File: src/rtl/id_ex_operand_if.sv
// id_ex_operand_if: decode, forwarding and ALU-operand signals around the ID/EX register
interface id_ex_operand_if #(
    parameter int DW = 32,
    parameter int RW = 5
);
    logic          flush;
    logic          stall;
    logic [DW-1:0] id_rs_data;
    logic [DW-1:0] id_rt_data;
    logic [DW-1:0] id_imm;
    logic [4:0]    id_shamt;
    logic [RW-1:0] id_rs;
    logic [RW-1:0] id_rt;
    logic [RW-1:0] id_dest;
    logic [3:0]    id_option;
    logic          id_alu_src;
    logic          id_reg_write;
    logic          id_mem_read;
    logic          id_mem_write;
    logic          id_mem_to_reg;
    logic          exm_reg_write;
    logic [RW-1:0] exm_dest;
    logic [DW-1:0] exm_result;
    logic          wb_reg_write;
    logic [RW-1:0] wb_dest;
    logic [DW-1:0] wb_data;
    logic [DW-1:0] oprd1;
    logic [DW-1:0] oprd2;
    logic [3:0]    option;
    logic [DW-1:0] ex_store_data;
    logic [RW-1:0] ex_dest;
    logic          ex_reg_write;
    logic          ex_mem_read;
    logic          ex_mem_write;
    logic          ex_mem_to_reg;
    logic          load_use_stall;

    modport master (
        output flush, stall, id_rs_data, id_rt_data, id_imm, id_shamt, id_rs, id_rt, id_dest,
               id_option, id_alu_src, id_reg_write, id_mem_read, id_mem_write, id_mem_to_reg,
               exm_reg_write, exm_dest, exm_result, wb_reg_write, wb_dest, wb_data,
        input  oprd1, oprd2, option, ex_store_data, ex_dest, ex_reg_write, ex_mem_read,
               ex_mem_write, ex_mem_to_reg, load_use_stall
    );

    modport slave (
        input  flush, stall, id_rs_data, id_rt_data, id_imm, id_shamt, id_rs, id_rt, id_dest,
               id_option, id_alu_src, id_reg_write, id_mem_read, id_mem_write, id_mem_to_reg,
               exm_reg_write, exm_dest, exm_result, wb_reg_write, wb_dest, wb_data,
        output oprd1, oprd2, option, ex_store_data, ex_dest, ex_reg_write, ex_mem_read,
               ex_mem_write, ex_mem_to_reg, load_use_stall
    );
endinterface

File: src/rtl/id_ex_operand_stage.sv
// id_ex_operand_stage: ID/EX register with RAW forwarding, ALU operand steering and load-use detection
module id_ex_operand_stage #(
    parameter int DW = 32,
    parameter int RW = 5
) (
    input logic            clk,
    input logic            rst,
    id_ex_operand_if.slave bus
);
    localparam logic [3:0] OP_SLL = 4'b0100;
    localparam logic [3:0] OP_SRL = 4'b0101;
    localparam logic [3:0] OP_SRA = 4'b1010;

    typedef struct packed {
        logic [3:0]    op;
        logic          alu_src;
        logic          reg_write;
        logic          mem_read;
        logic          mem_write;
        logic          mem_to_reg;
        logic [RW-1:0] dest;
        logic [RW-1:0] rs;
        logic [RW-1:0] rt;
        logic [4:0]    shamt;
        logic [DW-1:0] rs_data;
        logic [DW-1:0] rt_data;
        logic [DW-1:0] imm;
    } ex_t;

    ex_t           ex_d, ex_q, id_fields;
    logic          lus;
    logic [DW-1:0] fwd_rs, fwd_rt, shamt_ext;

    // Next EX contents: flush beats stall; a load-use hazard inserts a bubble only when not holding
    always_comb begin
        id_fields = '{op: bus.id_option, alu_src: bus.id_alu_src, reg_write: bus.id_reg_write,
                      mem_read: bus.id_mem_read, mem_write: bus.id_mem_write,
                      mem_to_reg: bus.id_mem_to_reg, dest: bus.id_dest, rs: bus.id_rs,
                      rt: bus.id_rt, shamt: bus.id_shamt, rs_data: bus.id_rs_data,
                      rt_data: bus.id_rt_data, imm: bus.id_imm};
        lus = ex_q.mem_read && (ex_q.dest != '0) && (ex_q.dest == bus.id_rs || ex_q.dest == bus.id_rt);
        ex_d = (bus.flush || (!bus.stall && lus)) ? '0 : bus.stall ? ex_q : id_fields;
    end

    // Pipeline register; a reset and a bubble both clear every field
    always_ff @(posedge clk) begin
        if (rst) ex_q <= '0;
        else     ex_q <= ex_d;
    end

    // Forwarding from EX/MEM first, then MEM/WB; register 0 is never forwarded
    always_comb begin
        fwd_rs = (bus.exm_reg_write && bus.exm_dest != '0 && bus.exm_dest == ex_q.rs) ? bus.exm_result :
                 (bus.wb_reg_write && bus.wb_dest != '0 && bus.wb_dest == ex_q.rs) ? bus.wb_data : ex_q.rs_data;
        fwd_rt = (bus.exm_reg_write && bus.exm_dest != '0 && bus.exm_dest == ex_q.rt) ? bus.exm_result :
                 (bus.wb_reg_write && bus.wb_dest != '0 && bus.wb_dest == ex_q.rt) ? bus.wb_data : ex_q.rt_data;
        shamt_ext = {{(DW-5){1'b0}}, ex_q.shamt};
    end

    // Shifts take shamt in an operand slot; everything else is rs plus rt-or-immediate
    always_comb begin
        bus.oprd1 = (ex_q.op == OP_SLL || ex_q.op == OP_SRL) ? shamt_ext :
                    (ex_q.op == OP_SRA) ? fwd_rt : fwd_rs;
        bus.oprd2 = (ex_q.op == OP_SLL || ex_q.op == OP_SRL) ? fwd_rt :
                    (ex_q.op == OP_SRA) ? shamt_ext : ex_q.alu_src ? ex_q.imm : fwd_rt;
    end

    assign bus.option         = ex_q.op;
    assign bus.ex_store_data  = fwd_rt;
    assign bus.ex_dest        = ex_q.dest;
    assign bus.ex_reg_write   = ex_q.reg_write;
    assign bus.ex_mem_read    = ex_q.mem_read;
    assign bus.ex_mem_write   = ex_q.mem_write;
    assign bus.ex_mem_to_reg  = ex_q.mem_to_reg;
    assign bus.load_use_stall = lus;
endmodule

File: src/flat_wrapper.sv
// flat-port wrapper written by rule: the top's interface ports become plain ports
module id_ex_operand_stage_flat 
#(
    parameter int DW = 32,
    parameter int RW = 5
)
  (clk, rst, bus_flush, bus_stall, bus_id_rs_data, bus_id_rt_data, bus_id_imm, bus_id_shamt, bus_id_rs, bus_id_rt, bus_id_dest, bus_id_option, bus_id_alu_src, bus_id_reg_write, bus_id_mem_read, bus_id_mem_write, bus_id_mem_to_reg, bus_exm_reg_write, bus_exm_dest, bus_exm_result, bus_wb_reg_write, bus_wb_dest, bus_wb_data, bus_oprd1, bus_oprd2, bus_option, bus_ex_store_data, bus_ex_dest, bus_ex_reg_write, bus_ex_mem_read, bus_ex_mem_write, bus_ex_mem_to_reg, bus_load_use_stall);
  id_ex_operand_if #(.DW(DW), .RW(RW)) bus_i ();
  input logic clk;
  input logic rst;
  input wire logic [$bits(bus_i.flush)-1:0] bus_flush;
  input wire logic [$bits(bus_i.stall)-1:0] bus_stall;
  input wire logic [$bits(bus_i.id_rs_data)-1:0] bus_id_rs_data;
  input wire logic [$bits(bus_i.id_rt_data)-1:0] bus_id_rt_data;
  input wire logic [$bits(bus_i.id_imm)-1:0] bus_id_imm;
  input wire logic [$bits(bus_i.id_shamt)-1:0] bus_id_shamt;
  input wire logic [$bits(bus_i.id_rs)-1:0] bus_id_rs;
  input wire logic [$bits(bus_i.id_rt)-1:0] bus_id_rt;
  input wire logic [$bits(bus_i.id_dest)-1:0] bus_id_dest;
  input wire logic [$bits(bus_i.id_option)-1:0] bus_id_option;
  input wire logic [$bits(bus_i.id_alu_src)-1:0] bus_id_alu_src;
  input wire logic [$bits(bus_i.id_reg_write)-1:0] bus_id_reg_write;
  input wire logic [$bits(bus_i.id_mem_read)-1:0] bus_id_mem_read;
  input wire logic [$bits(bus_i.id_mem_write)-1:0] bus_id_mem_write;
  input wire logic [$bits(bus_i.id_mem_to_reg)-1:0] bus_id_mem_to_reg;
  input wire logic [$bits(bus_i.exm_reg_write)-1:0] bus_exm_reg_write;
  input wire logic [$bits(bus_i.exm_dest)-1:0] bus_exm_dest;
  input wire logic [$bits(bus_i.exm_result)-1:0] bus_exm_result;
  input wire logic [$bits(bus_i.wb_reg_write)-1:0] bus_wb_reg_write;
  input wire logic [$bits(bus_i.wb_dest)-1:0] bus_wb_dest;
  input wire logic [$bits(bus_i.wb_data)-1:0] bus_wb_data;
  output wire logic [$bits(bus_i.oprd1)-1:0] bus_oprd1;
  output wire logic [$bits(bus_i.oprd2)-1:0] bus_oprd2;
  output wire logic [$bits(bus_i.option)-1:0] bus_option;
  output wire logic [$bits(bus_i.ex_store_data)-1:0] bus_ex_store_data;
  output wire logic [$bits(bus_i.ex_dest)-1:0] bus_ex_dest;
  output wire logic [$bits(bus_i.ex_reg_write)-1:0] bus_ex_reg_write;
  output wire logic [$bits(bus_i.ex_mem_read)-1:0] bus_ex_mem_read;
  output wire logic [$bits(bus_i.ex_mem_write)-1:0] bus_ex_mem_write;
  output wire logic [$bits(bus_i.ex_mem_to_reg)-1:0] bus_ex_mem_to_reg;
  output wire logic [$bits(bus_i.load_use_stall)-1:0] bus_load_use_stall;
  assign bus_i.flush = bus_flush;
  assign bus_i.stall = bus_stall;
  assign bus_i.id_rs_data = bus_id_rs_data;
  assign bus_i.id_rt_data = bus_id_rt_data;
  assign bus_i.id_imm = bus_id_imm;
  assign bus_i.id_shamt = bus_id_shamt;
  assign bus_i.id_rs = bus_id_rs;
  assign bus_i.id_rt = bus_id_rt;
  assign bus_i.id_dest = bus_id_dest;
  assign bus_i.id_option = bus_id_option;
  assign bus_i.id_alu_src = bus_id_alu_src;
  assign bus_i.id_reg_write = bus_id_reg_write;
  assign bus_i.id_mem_read = bus_id_mem_read;
  assign bus_i.id_mem_write = bus_id_mem_write;
  assign bus_i.id_mem_to_reg = bus_id_mem_to_reg;
  assign bus_i.exm_reg_write = bus_exm_reg_write;
  assign bus_i.exm_dest = bus_exm_dest;
  assign bus_i.exm_result = bus_exm_result;
  assign bus_i.wb_reg_write = bus_wb_reg_write;
  assign bus_i.wb_dest = bus_wb_dest;
  assign bus_i.wb_data = bus_wb_data;
  assign bus_oprd1 = bus_i.oprd1;
  assign bus_oprd2 = bus_i.oprd2;
  assign bus_option = bus_i.option;
  assign bus_ex_store_data = bus_i.ex_store_data;
  assign bus_ex_dest = bus_i.ex_dest;
  assign bus_ex_reg_write = bus_i.ex_reg_write;
  assign bus_ex_mem_read = bus_i.ex_mem_read;
  assign bus_ex_mem_write = bus_i.ex_mem_write;
  assign bus_ex_mem_to_reg = bus_i.ex_mem_to_reg;
  assign bus_load_use_stall = bus_i.load_use_stall;
  id_ex_operand_stage #(.DW(DW), .RW(RW)) u_core (.clk(clk), .rst(rst), .bus(bus_i));
endmodule
File: config.mk
export PLATFORM = sky130hd
export DESIGN_NAME = id_ex_operand_stage_flat
export DESIGN_NICKNAME = d
export VERILOG_FILES = /design/src/rtl/id_ex_operand_if.sv /design/src/rtl/id_ex_operand_stage.sv /design/src/flat_wrapper.sv
export SDC_FILE = /design/constraint.sdc
export NUM_CORES = 1
export LEC_CHECK = 0
export CAP_MARGIN = 30
export CORE_UTILIZATION = 30
export CTS_CLUSTER_DIAMETER = 150
export DETAILED_ROUTE_END_ITERATION = 7
export PLACE_DENSITY = 0.58
export SETUP_SLACK_MARGIN = 0.1
export SKIP_CTS_REPAIR_TIMING = 1
export SYNTH_ARGS = -nofsm -noshare
export SYNTH_HDL_FRONTEND = slang
export SYNTH_SLANG_ARGS = --single-unit
File: constraint.sdc
create_clock -name clk -period 3 [get_ports clk]
set_input_delay 0.6 -clock clk [delete_from_list [all_inputs] [get_ports clk]]
set_output_delay 0.6 -clock clk [all_outputs]
set_load 0.05 [all_outputs]
== Word level (Yosys, flattened, before mapping) ==
Cells that the tools add are included.

* Register bits after elaboration: 125
* Output and inout bits: 110
* Bits of input ports: 205
* Word-level logic and storage cells: 48

* Eq/ne operators: 9
* Mux-type cells: 9
* Reductions and logical operators: 17

{| class="wikitable"
|+ Operators with widths
! operator !! number
|-
| 32-bit two-way mux || 9
|-
| 5-bit equality test || 6
|-
| 5-bit nonzero test || 3
|-
| 1-bit logical AND || 9
|-
| 4-bit by 3-bit equality test with 1-bit output (second input constant) || 2
|-
| 4-bit equality test (second input constant) || 1
|-
| 1-bit logical OR || 3
|-
| 2-bit OR reduction || 1
|-
| 1-bit zero test || 1
|}

== Longest topological paths before layout ==
Gate-level depths: netlist (run 1).

* Depth in word-level cells: 8
* Mapped depth: 8
* Depth with buffers taken out: 5

== Worst setup path before layout (run 1) ==
OpenSTA, ideal clock, no wires.

* Path kind: input to output
* Start: input bus_wb_dest[3]
* End: output bus_oprd2[10]
* Slack: -813 ps
* Data arrival time: 3,213 ps
* Stages: 8
* Required time: 2,400 ps
* Buffers on the path: 3
* Cells stage by stage: clkbuf_1 -> xnor2_1 -> o211a_1 -> buf_2 -> buf_6 -> nand3_1 -> a31oi_1 -> a22o_1

* Cells in the longest elaborated chain, start to end: 8
* Elaborated cells on any way between the ends: 9
* Classes of those cells: 1 x eq/ne; 5 x mux; 3 x reduce/logical

{| class="wikitable"
|+ RTL lines
! what !! line !! text
|-
| start, declared || flat_wrapper.sv:30 || <nowiki>input wire logic [$bits(bus_i.wb_dest)-1:0] bus_wb_dest;</nowiki>
|-
| 5-bit nonzero test || id_ex_operand_stage.sv:56 || <nowiki>(bus.wb_reg_write && bus.wb_dest != '0 && bus.wb_dest == ex_q.rt) ? bus.wb_data : ex_q.rt_data;</nowiki>
|-
| 1-bit logical AND || id_ex_operand_stage.sv:56 ||
|-
| 1-bit logical AND (*) || id_ex_operand_stage.sv:56 ||
|-
| 32-bit two-way mux (*) || id_ex_operand_stage.sv:56 ||
|-
| 32-bit two-way mux (*) || id_ex_operand_stage.sv:55 || <nowiki>fwd_rt = (bus.exm_reg_write && bus.exm_dest != '0 && bus.exm_dest == ex_q.rt) ? bus.exm_result :</nowiki>
|-
| net bus_ex_store_data[10] || flat_wrapper.sv:35 || <nowiki>output wire logic [$bits(bus_i.ex_store_data)-1:0] bus_ex_store_data;</nowiki>
|-
| 32-bit two-way mux (2 in series) || id_ex_operand_stage.sv:65 || <nowiki>(ex_q.op == OP_SRA) ? shamt_ext : ex_q.alu_src ? ex_q.imm : fwd_rt;</nowiki>
|-
| 32-bit two-way mux (*) || id_ex_operand_stage.sv:64 || <nowiki>bus.oprd2 = (ex_q.op == OP_SLL || ex_q.op == OP_SRL) ? fwd_rt :</nowiki>
|-
| end, declared || flat_wrapper.sv:33 || <nowiki>output wire logic [$bits(bus_i.oprd2)-1:0] bus_oprd2;</nowiki>
|}

Mark *: on every way through the listed nets, which the timed path passes. The rest lies on a longest branch.

== Worst setup path after layout (run 1) ==
* Start: input bus_wb_dest[0]
* End: output bus_oprd1[0]

* Cells in the longest elaborated chain, start to end: 7
* Elaborated cells on any way between the ends: 12
* Classes of those cells: 2 x eq/ne; 6 x mux; 4 x reduce/logical

{| class="wikitable"
|+ RTL lines
! what !! line !! text
|-
| 5-bit nonzero test || id_ex_operand_stage.sv:54, id_ex_operand_stage.sv:56 ||
|-
| 1-bit logical AND || id_ex_operand_stage.sv:54, id_ex_operand_stage.sv:56 ||
|-
| 1-bit logical AND, on equally long branches || id_ex_operand_stage.sv:54, id_ex_operand_stage.sv:56 ||
|-
| 32-bit two-way mux, on equally long branches || id_ex_operand_stage.sv:54, id_ex_operand_stage.sv:56 ||
|-
| 32-bit two-way mux, on equally long branches || id_ex_operand_stage.sv:53, id_ex_operand_stage.sv:55 ||
|-
| 32-bit two-way mux (*) || id_ex_operand_stage.sv:63 || <nowiki>(ex_q.op == OP_SRA) ? fwd_rt : fwd_rs;</nowiki>
|-
| 32-bit two-way mux (*) || id_ex_operand_stage.sv:62 || <nowiki>bus.oprd1 = (ex_q.op == OP_SLL || ex_q.op == OP_SRL) ? shamt_ext :</nowiki>
|-
| end, declared || flat_wrapper.sv:32 || <nowiki>output wire logic [$bits(bus_i.oprd1)-1:0] bus_oprd1;</nowiki>
|}

Every way passes the cells marked *; elsewhere a longest branch is shown, timed or not.

==> impl_results.md, run 1 <==
* Slew Limit Fails at 0
* Unrepaired setup endpoints after global routing: true
* DRT iter0 DRCs at 429
* Core Region at 23800 sq um
* Routed WL at 35.1 mm
* H-tree levels at 4
* Total power at 5.81 mW
* Initial DRT Pass Iterations at 5
* Io pins at 315
* Worst EP required at 2.40 ns
* Clock skew at 0.0128 ns
* Synth unique cells at 47
* Worst setup margin at -0.243 ns
* Worst path cell trace: buf_8 -> or4_4 -> o211a_4 -> buf_4 -> and3_4 -> o311ai_2 -> o211ai_1 -> buf_4
* Clock transition at path regs at 0.06 ns
* Worst endpoint data arrival time at 2.64 ns
* EDFF count, synth at 0
* Die Width at 159 um
* Register area share after synthesis at 34.0%
* Drt via density at 5.29
* GR Util All Layers at 25.1%
* Cell total after placement at 1498
* Final Hold Fails at 0
* Clock Tree Buf Depth at 2
* Failing checks: negative setup slack
* CTS buffer count at 17
* Slowest CP cell: or4_4
* Synth Warn # at 0
* CP bufs+invs at 3
* Final period util at 108%
* Fraction of registers with async set/reset at 0%
* Die area at 25100 sq um
* Synth Flop Type: dfxtp_1
* CP Capture Type: primary output
* CTS tree: built
* Largest net degree at the start of global routing at 102
* Status: finished with violations
* Worst slew pin tran at 0.794 ns
* Max Cap Viol at 0
* Initial Utilization at 31.0%
* CP max stage delay at 0.59 ns
* Rows at 56
* Crit-path most repeated cell: buf_4
* GP Congestion at 0.839
* # setup viols final at 92
* PortBufs at 314
* Post-DP HPWL at 23.2 mm
* DR DRC count at 0
* Grt ovf at 0
* Biggest register: u_core.ex_q
* CP Launch Type: input port
* Slew HR at 47.0%
* Crit-path leading delay family: compound AO/OA/AOI/OAI gates
* #FFs+latches synth at 125
* Syn_nets at 1049
* Hold Crit Class: flip-flop to flip-flop
* Mapped Area at 7350 sq um
* Initial antenna violation count at 5
* Final non-filler cell total at 1567
* PwrDens at 392 nW/um^2
* Die Height at 159 um
* Highest clock rate at 308 MHz
* Critical path class: input port to primary output
* Syn Inst Count at 844
* Clk_lat worst skew at 0.42 ns
* Via Count at 8285
* Max FFs per register at 112
* Final core occ at 62.4%
* DR WL/cell at 22.4 um
* First-pass GRT wire length at 47.3 mm
* Clock sinks at 125
* Nets at 1439
* Average size of a mapped cell at 8.71 sq um
* Final ANT Viol Nets at 0
* Root Buffer: clkbuf_16
* Tmin final at 3.24 ns
* Setup slack, reg-to-reg at 1.07 ns
* Leakage at 5.82 nW
* Worst VDD drop at 231 uV
* Vias in the first global route at 8026
* Max FO, Critical Path at 5
* Layout cells sized above 1 at 38.5%
* Layout area overhead at 102%
==> cells in the mapped netlist, drive strengths merged (3+ instances only) <==
| cell | n | share of area (%) |
|---|---|---|
| a211oi | 27 | 2.8 |
| a21boi | 31 | 3.2 |
| a21oi | 6 | 0.41 |
| a22o | 26 | 3.1 |
| a31oi | 28 | 4.1 |
| a32oi | 5 | 0.60 |
| and2 | 4 | 0.34 |
| and3 | 5 | 0.43 |
| buf | 29 | 2.5 |
| clkbuf | 60 | 3.1 |
| dfxtp | 125 | 34 |
| mux2i | 128 | 17 |
| nand2 | 4 | 0.20 |
| nand3 | 35 | 2.4 |
| nand4 | 3 | 0.26 |
| nor2 | 139 | 7.1 |
| nor3 | 31 | 2.1 |
| o211ai | 6 | 0.99 |
| o21ai | 60 | 4.1 |
| o2bb2ai | 26 | 3.1 |
| o311ai | 8 | 0.95 |
| o31a | 3 | 0.36 |
| or3 | 4 | 0.34 |
| or4 | 4 | 0.51 |
| xnor2 | 18 | 2.1 |
| xor2 | 12 | 1.4 |
==> routing by layer <==
| metal | wire [um] | vias to the layer above | global-route usage (%) |
|---|---|---|---|
| met3 | 2510 | 39 | 7.08 |
| li1 | - | 3910 | - |
| met2 | 16700 | 308 | 41.6 |
| met5 | 38 | - | 0 |
| met4 | 496 | 6 | 6.23 |
| met1 | 15400 | 4022 | 32.0 |
==> where the power goes <==
group	total, mW	internal, mW	switching (mW)
logic	1.68	0.818	0.861
clock network	2.37	1.53	0.840
registers	1.76	1.72	0.0455
total	5.81	4.06	1.75
==> layout make-up <==
cell class              count  area, sq um
clock buffers              20          457
flip-flops and latches    125         2510
clock inverters            12          209
well taps                 319          399
fillers                  1950         8930
diodes                      1         2.50
multi-input cells         633         6290
repair buffers            457         4950
==> kinds of logic (layout without fill, tap and decap cells) <==
| family | after synthesis | count (layout) | share of synthesized area, % |
|---|---|---|---|
| XOR/XNOR | 30 | 30 | 3.57 |
| other | 0 | 1 | 0 |
| AO/OA/AOI/OAI | 237 | 238 | 25.0 |
| AND/OR/NAND/NOR | 235 | 237 | 14.4 |
| buffers and inverters | 89 | 489 | 5.55 |
| flip-flops | 125 | 125 | 34.0 |
| multiplexers | 128 | 128 | 17.4 |
==> tightest hold or removal path, delay by kind of cell, from the launching register on <==
family	cells	cell delay (ns)
AND/OR/NAND/NOR	1	0.07
flip-flops	1	0.32
multiplexers	1	0.07
==> worst paths after layout <==
check	startpoint	end	cells after the start
max	bus_wb_dest[0]	bus_oprd1[0]	8
min	u_core.ex_q[70]	u_core.ex_q[70]	2
max reg2reg	u_core.bus.ex_dest[2]	u_core.ex_q[57]	6
min reg2reg	u_core.ex_q[70]	u_core.ex_q[70]	2
==> layout by cell type (no fill, tap or decap), types with 5 or more instances in the layout <==
master | netlist | final
dlymetal6s2s_1 | 0 | 6
nor2_1 | 139 | 136
buf_4 | 11 | 105
nor2_4 | 0 | 5
o21ai_1 | 30 | 15
buf_6 | 2 | 62
a21boi_1 | 4 | 15
o2bb2ai_4 | 0 | 25
xnor2_1 | 18 | 14
clkdlybuf4s50_1 | 0 | 204
a31oi_4 | 0 | 28
nor3_1 | 31 | 30
nand3_2 | 0 | 17
clkbuf_16 | 0 | 23
a211oi_2 | 0 | 17
buf_12 | 0 | 26
xor2_1 | 12 | 12
o21ai_4 | 0 | 15
mux2i_1 | 128 | 128
o21ai_0 | 30 | 18
a21boi_0 | 27 | 13
a22o_4 | 0 | 21
dfxtp_1 | 125 | 122
nand3_1 | 35 | 16
bufinv_16 | 0 | 5
a22o_2 | 0 | 5
buf_8 | 0 | 44
o21ai_2 | 0 | 12
a211oi_4 | 0 | 9
==> metrics by stage <==
stage	hold WS, ns	setup slack, ns	area, sq um	setup TNS, ns
after detailed placement	0.481	-0.750	12500	-55.48
after CTS	0.495	-0.750	13200	-56.63
final	0.494	-0.243	14800	-13.53
after global placement	0.467	-0.706	12500	-54.47
after floorplan	0.457	-0.170	8490	-6.47
after global routing	0.514	-0.313	14800	-16.89
Power figures use the tool's default switching activity.
==> run 2: changes to the inputs <==
CORE_ASPECT_RATIO = 0.5   (was not set)
==> impl_results.md, run 2 (synthesis results as in run 1) <==
* Die area at 25200 sq um (+0.15%)
* PwrDens at 364 nW/um^2 (-7.2%)
* Core Region at 24000 sq um (+1.1%)
* DR DRC count at 0 (unchanged)
* Most common cell after layout, fill and taps aside: clkdlybuf4s50_1
* Clock transition at path regs at 0.05 ns (about the same)
* Clock Tree Buf Depth at 2 (unchanged)
* Max FO, Critical Path at 5 (unchanged)
* Status: finished with violations
* Layout cells sized above 1 at 39.2% (+0.68 points)
* DR WL/cell at 22.6 um (+0.71%)
* GR Util All Layers at 25.6% (+0.45 points)
* Critical path startpoint: bus_exm_dest[4]
* Grt ovf at 0 (unchanged)
* Vias in the first global route at 8193 (+2.1%)
* Final Hold Fails at 0 (unchanged)
* Setup slack, reg-to-reg at 1.08 ns (about the same)
* Worst setup margin at -0.239 ns (+0.00382 ns)
* Post-DP HPWL at 24.3 mm (+4.9%)
* Hold Crit Class: flip-flop to flip-flop
* Max Cap Viol at 0 (unchanged)
* Via Count at 8352 (+0.81%)
* CP Capture Type: primary output
* # setup viols final at 94 (+2.2%)
* Tmin final at 3.24 ns (-0.00382 ns)
* Setup crit end: bus_oprd2[19]
* PortBufs at 314 (unchanged)
* Initial Utilization at 30.6% (-0.35 points)
* Critical path class: input port to primary output
* Clk_lat worst skew at 0.43 ns (about the same)
* Post-DP Area at 12700 sq um (+1.8%)
* Worst slew pin tran at 0.662 ns (-0.133 ns)
* Final Instance Area at 15000 sq um (+1.5%)
* Worst EP required at 2.40 ns (about the same)
* Filler cells at 1931 (-0.97%)
* Root Buffer: clkbuf_16
* CTS buffer count at 17 (unchanged)
* CTS tree: built
* Initial DRT Pass Iterations at 5 (unchanged)
* Io pins at 315 (unchanged)
* Biggest register: u_core.ex_q
* Crit-path most repeated cell: buf_8
* Nets at 1449 (+0.69%)
* Routed WL at 35.5 mm (+1.0%)
* Worst VDD drop at 383 uV (+66%)
* Layout area overhead at 105%
* Failing checks: negative setup slack
* Clock sinks at 125 (unchanged)
* Final period util at 108% (-0.13 points)
* GP Congestion at 0.893 (+6.4%)
* Worst path cell trace: buf_8 -> or4_4 -> o211ai_4 -> or2_4 -> buf_12 -> clkbuf_16 -> a31oi_4 -> a22o_4 -> buf_8
* CP bufs+invs at 4 (+1)
* Final ANT Viol Nets at 0 (unchanged)
* Worst endpoint data arrival time at 2.64 ns (about the same)
* Clock skew at 0.00946 ns (-0.00336 ns)
* CP max stage delay at 0.56 ns (-0.03 ns)
* RR Startpoint: u_core.bus.ex_dest[2]
* Leakage at 5.90 nW (+1.5%)
* Max FFs per register at 112 (unchanged)
* Die Width at 223 um (+41%)
* Slew Limit Fails at 0 (unchanged)
* DRT iter0 DRCs at 656 (+53%)
* Initial antenna violation count at 1 (-4)
* Reg2Reg Depth at 7 (+1)
* H-tree levels at 4 (unchanged)
* CP Launch Type: input port
* Die Height at 113 um (-29%)
* Crit-path leading delay family: simple AND/OR/NAND/NOR gates
* Unrepaired setup endpoints after global routing: true
* First-pass GRT wire length at 48.7 mm (+3.1%)
* Commonest cells after routing, fill and taps aside: 205 x clkdlybuf4s50_1, 134 x nor2_1, 128 x mux2i_1
* Rows at 40 (-29%)
* Slowest CP cell: or4_4
* Slew HR at 55.7% (+8.7 points)
* Total power at 5.47 mW (-5.8%)
* Reg2Reg Capture Point: u_core.ex_q[61]
* Highest clock rate at 309 MHz (+0.12%)
* Hold path cells at 2 (unchanged)
* Critical path depth in cells at 9 (+1)
* Largest net degree at the start of global routing at 46 (-55%)
* Drt via density at 5.31 (+0.49%)
run 2: area by class of cell:
cell class / instances / area (sq um) / area share, %
Multi-Input combinational cell: 631 / 6250 / 41.5
Timing Repair Buffer: 469 / 5340 / 35.5
Sequential cell: 125 / 2510 / 16.7
Clock buffer: 20 / 447 / 2.97
Tap cell: 315 / 394 / 2.62
Clock inverter: 11 / 96.3 / 0.641
Antenna cell: 1 / 2.50 / 0.0166
run 2: report_power, final:
part           leakage (nW)  internal [mW]  switching, mW
combinational          4.63          0.863          0.875
clock                 0.254           1.15          0.824
sequential             1.02           1.72         0.0451
total                  5.90           3.73           1.74
run 2: tightest hold or removal path, delay by kind of cell (launching register included):
family | cells | cell delay (ns)
AND/OR/NAND/NOR | 1 | 0.08
flip-flops | 1 | 0.32
multiplexers | 1 | 0.06
run 2: stage by stage:
step / util, % / std cells / setup slack, ns / hold slack [ns] / TNS, ns
floorplan: - / 844 / -0.170 / 0.457 / -6.47
global placement: 52.9 / 1501 / -0.733 / 0.468 / -53.28
detailed placement: 52.9 / 1501 / -0.725 / 0.481 / -55.03
CTS: 55.2 / 1532 / -0.750 / 0.495 / -57.03
global route: 62.6 / 1572 / -0.287 / 0.526 / -16.22
finish: 62.6 / 1572 / -0.239 / 0.494 / -12.01
run 2: metal layers:
metal / GRT usage, % / vias up / wire length (um)
met5: 0 / - / 0
met4: 8.81 / 0 / 966
met3: 3.27 / 64 / 1290
met2: 42.8 / 238 / 16800
met1: 34.2 / 4121 / 16500
li1: - / 3929 / -
run 2: worst min path at each step:
stage,startpoint,to,slack (ns)
6_report,u_core.ex_q[90],u_core.ex_q[90],0.49
5_1_grt,u_core.ex_q[50],u_core.ex_q[50],0.53
4_1_cts,u_core.ex_q[73],u_core.ex_q[73],0.50
3_5_place_dp,u_core.ex_q[73],u_core.ex_q[73],0.48
3_3_place_gp,u_core.ex_q[71],u_core.ex_q[71],0.47
2_1_floorplan,u_core.ex_q[69],u_core.ex_q[69],0.46
==> run 3: changes to the inputs <==
SKIP_CTS_REPAIR_TIMING = not set   (was 1)
SKIP_LAST_GASP = 1   (was not set)
==> impl_results.md, run 3 (synthesis results as in run 1) <==
* Slew Limit Fails at 0 (unchanged)
* Layout cells sized above 1 at 42.4% (+3.2 points)
* Clock sinks at 125 (unchanged)
* CP Capture Type: primary output
* Total power at 5.60 mW (+2.3%)
* GP Congestion at 0.893 (unchanged)
* Final Hold Fails at 0 (unchanged)
* Worst setup margin at -0.312 ns (-0.0728 ns)
* Core Region at 24000 sq um (unchanged)
* DRT iter0 DRCs at 740 (+13%)
* Worst slew pin tran at 0.662 ns (+0.0000722 ns)
* Largest net degree at the start of global routing at 46 (unchanged)
* Most common cell after layout, fill and taps aside: clkdlybuf4s50_1
* Via Count at 8624 (+3.3%)
* Crit-path most repeated cell: buf_6
* Biggest register: u_core.ex_q
* PortBufs at 314 (unchanged)
* # setup viols final at 96 (+2.1%)
* Final ANT Viol Nets at 0 (unchanged)
* Tmin final at 3.31 ns (+0.0728 ns)
* Post-DP Area at 12700 sq um (unchanged)
* Final period util at 110% (+2.4 points)
* Layout area overhead at 113%
* Gr busiest metal: met2
* Status: finished with violations
* Worst EP required at 2.40 ns (about the same)
* Hold WS at 0.494 ns (+0.000369 ns)
* Reg2Reg Depth at 7 (unchanged)
* Worst path cell trace: buf_6 -> or4_4 -> o211ai_4 -> buf_6 -> buf_16 -> o21ai_4 -> a31oi_4 -> buf_6 -> o2bb2ai_4 -> buf_6
* Max FO, Critical Path at 7 (+2)
* Io pins at 315 (unchanged)
* Commonest cells after routing, fill and taps aside: 205 x clkdlybuf4s50_1, 134 x nor2_1, 128 x mux2i_1
* Hold Crit Class: flip-flop to flip-flop
* Worst endpoint data arrival time at 2.71 ns (+0.07 ns)
* CTS tree: built
* Critical path class: input port to primary output
* Final core occ at 65.1% (+2.5 points)
* Initial antenna violation count at 2 (+1)
* Grt ovf at 0 (unchanged)
* Final non-filler cell total at 1600 (+1.8%)
* Nets at 1476 (+1.9%)
* Die Height at 113 um (unchanged)
* Initial Utilization at 30.6% (unchanged)
* RR Startpoint: u_core.bus.ex_dest[2]
* Pre-CTS setup slack at -0.725 ns (unchanged)
* Clk_lat worst skew at 0.43 ns (about the same)
* Worst VDD drop at 368 uV (-3.9%)
* Hold path cells at 2 (unchanged)
* Highest clock rate at 302 MHz (-2.2%)
* CTS buffer count at 17 (unchanged)
* CP Launch Type: input port
* Cell total after placement at 1501 (unchanged)
* H-tree levels at 4 (unchanged)
* Die area at 25200 sq um (unchanged)
* Reg2Reg Capture Point: u_core.ex_q[41]
* Post-DP HPWL at 24.3 mm (unchanged)
* Root Buffer: clkbuf_16
* Unrepaired setup endpoints after global routing: true
* Crit-path leading delay family: compound AO/OA/AOI/OAI gates
* Met2 Track Usage GR at 46.7% (+4.0 points)
* Met1 usage at 38.4% (+4.2 points)
* Initial DRT Pass Iterations at 7 (+2)
* Routed WL at 36.7 mm (+3.3%)
* Met3 Use GR at 4.28% (+1.0 points)
* PwrDens at 358 nW/um^2 (-1.6%)
* Failing checks: negative setup slack
* HP Start: u_core.ex_q[67]
* Clock Tree Buf Depth at 2 (unchanged)
* CP bufs+invs at 5 (+1)
* First-pass GRT wire length at 54.2 mm (+11%)
* Vias in the first global route at 8836 (+7.8%)
* GR Util All Layers at 28.6% (+3.0 points)
* Clock skew at 0.00969 ns (+0.000227 ns)
* DR WL/cell at 22.9 um (+1.5%)
* Slew HR at 55.7% (about the same)
* Final Instance Area at 15600 sq um (+3.9%)
* Setup slack, reg-to-reg at 1.09 ns (about the same)
* Die Width at 223 um (unchanged)
* Rows at 40 (unchanged)
* CP max stage delay at 0.57 ns (about the same)
* Clock transition at path regs at 0.05 ns (about the same)
* Worst hold endpoint: u_core.ex_q[67]
* Slowest CP cell: or4_4
* # hold bufs at CTS at 0
* Drt via density at 5.39 (+1.4%)
* Leakage at 6.09 nW (+3.2%)
* Total negative setup slack at -20.84 ns (-8.82 ns)
* DR DRC count at 0 (unchanged)
* Max Cap Viol at 0 (unchanged)
* Max FFs per register at 112 (unchanged)
-- run 3: cell types whose count changed in the layout (fill, tap and decap cells not counted), moves of 11 or more --
cell and delta:
o21ai_1 -28, a21boi_0 +18, buf_8 +17, a21boi_1 -12, nor3_1 -12, buf_4 +11
o21ai_0 +11
-- run 3: worst max-delay path by stage --
stage / from / end / slack, ns / cells past startpoint
after floorplan: bus_exm_dest[0] / bus_oprd2[3] / -0.17 / 7
after global placement: bus_exm_dest[0] / bus_oprd1[31] / -0.73 / 9
after detailed placement: bus_exm_dest[0] / bus_oprd1[31] / -0.72 / 9
after CTS: bus_exm_dest[3] / bus_oprd2[18] / -0.29 / 12
after global routing: bus_exm_dest[3] / bus_oprd2[6] / -0.34 / 10
final: bus_wb_dest[1] / bus_oprd1[7] / -0.31 / 10
-- run 3: layout make-up --
class	instances	area (sq um)
repair buffers	495	5710
clock buffers	20	447
clock inverters	11	96.3
well taps	315	394
diodes	2	5.00
flip-flops and latches	125	2510
fillers	1852	8390
multi-input cells	632	6470
-- run 3: worst min-delay path: cells and delay by family, from the launching register on --
| kind | cells | cell delay, ns |
|---|---|---|
| flip-flops | 1 | 0.32 |
| multiplexers | 1 | 0.07 |
| AND/OR/NAND/NOR | 1 | 0.07 |
-- run 3: layer usage --
metal | up-vias | routed length, um
met5 | - | 0
met4 | 0 | 1010
met3 | 67 | 1710
met2 | 279 | 17400
met1 | 4280 | 16600
li1 | 3998 | -
-- run 3: what timing repair did --
item,4_1_cts,5_1_grt
resized for setup,354,79
pin swaps,79,47
gates cloned,11,1
buffers inserted,51,12
setup endpoints to repair,96,96
-- run 3: where the power goes --
part	leakage (nW)	internal [mW]	switching [mW]
Clock	0.254	1.15	0.828
Combinational	4.82	0.933	0.922
Sequential	1.02	1.72	0.0489
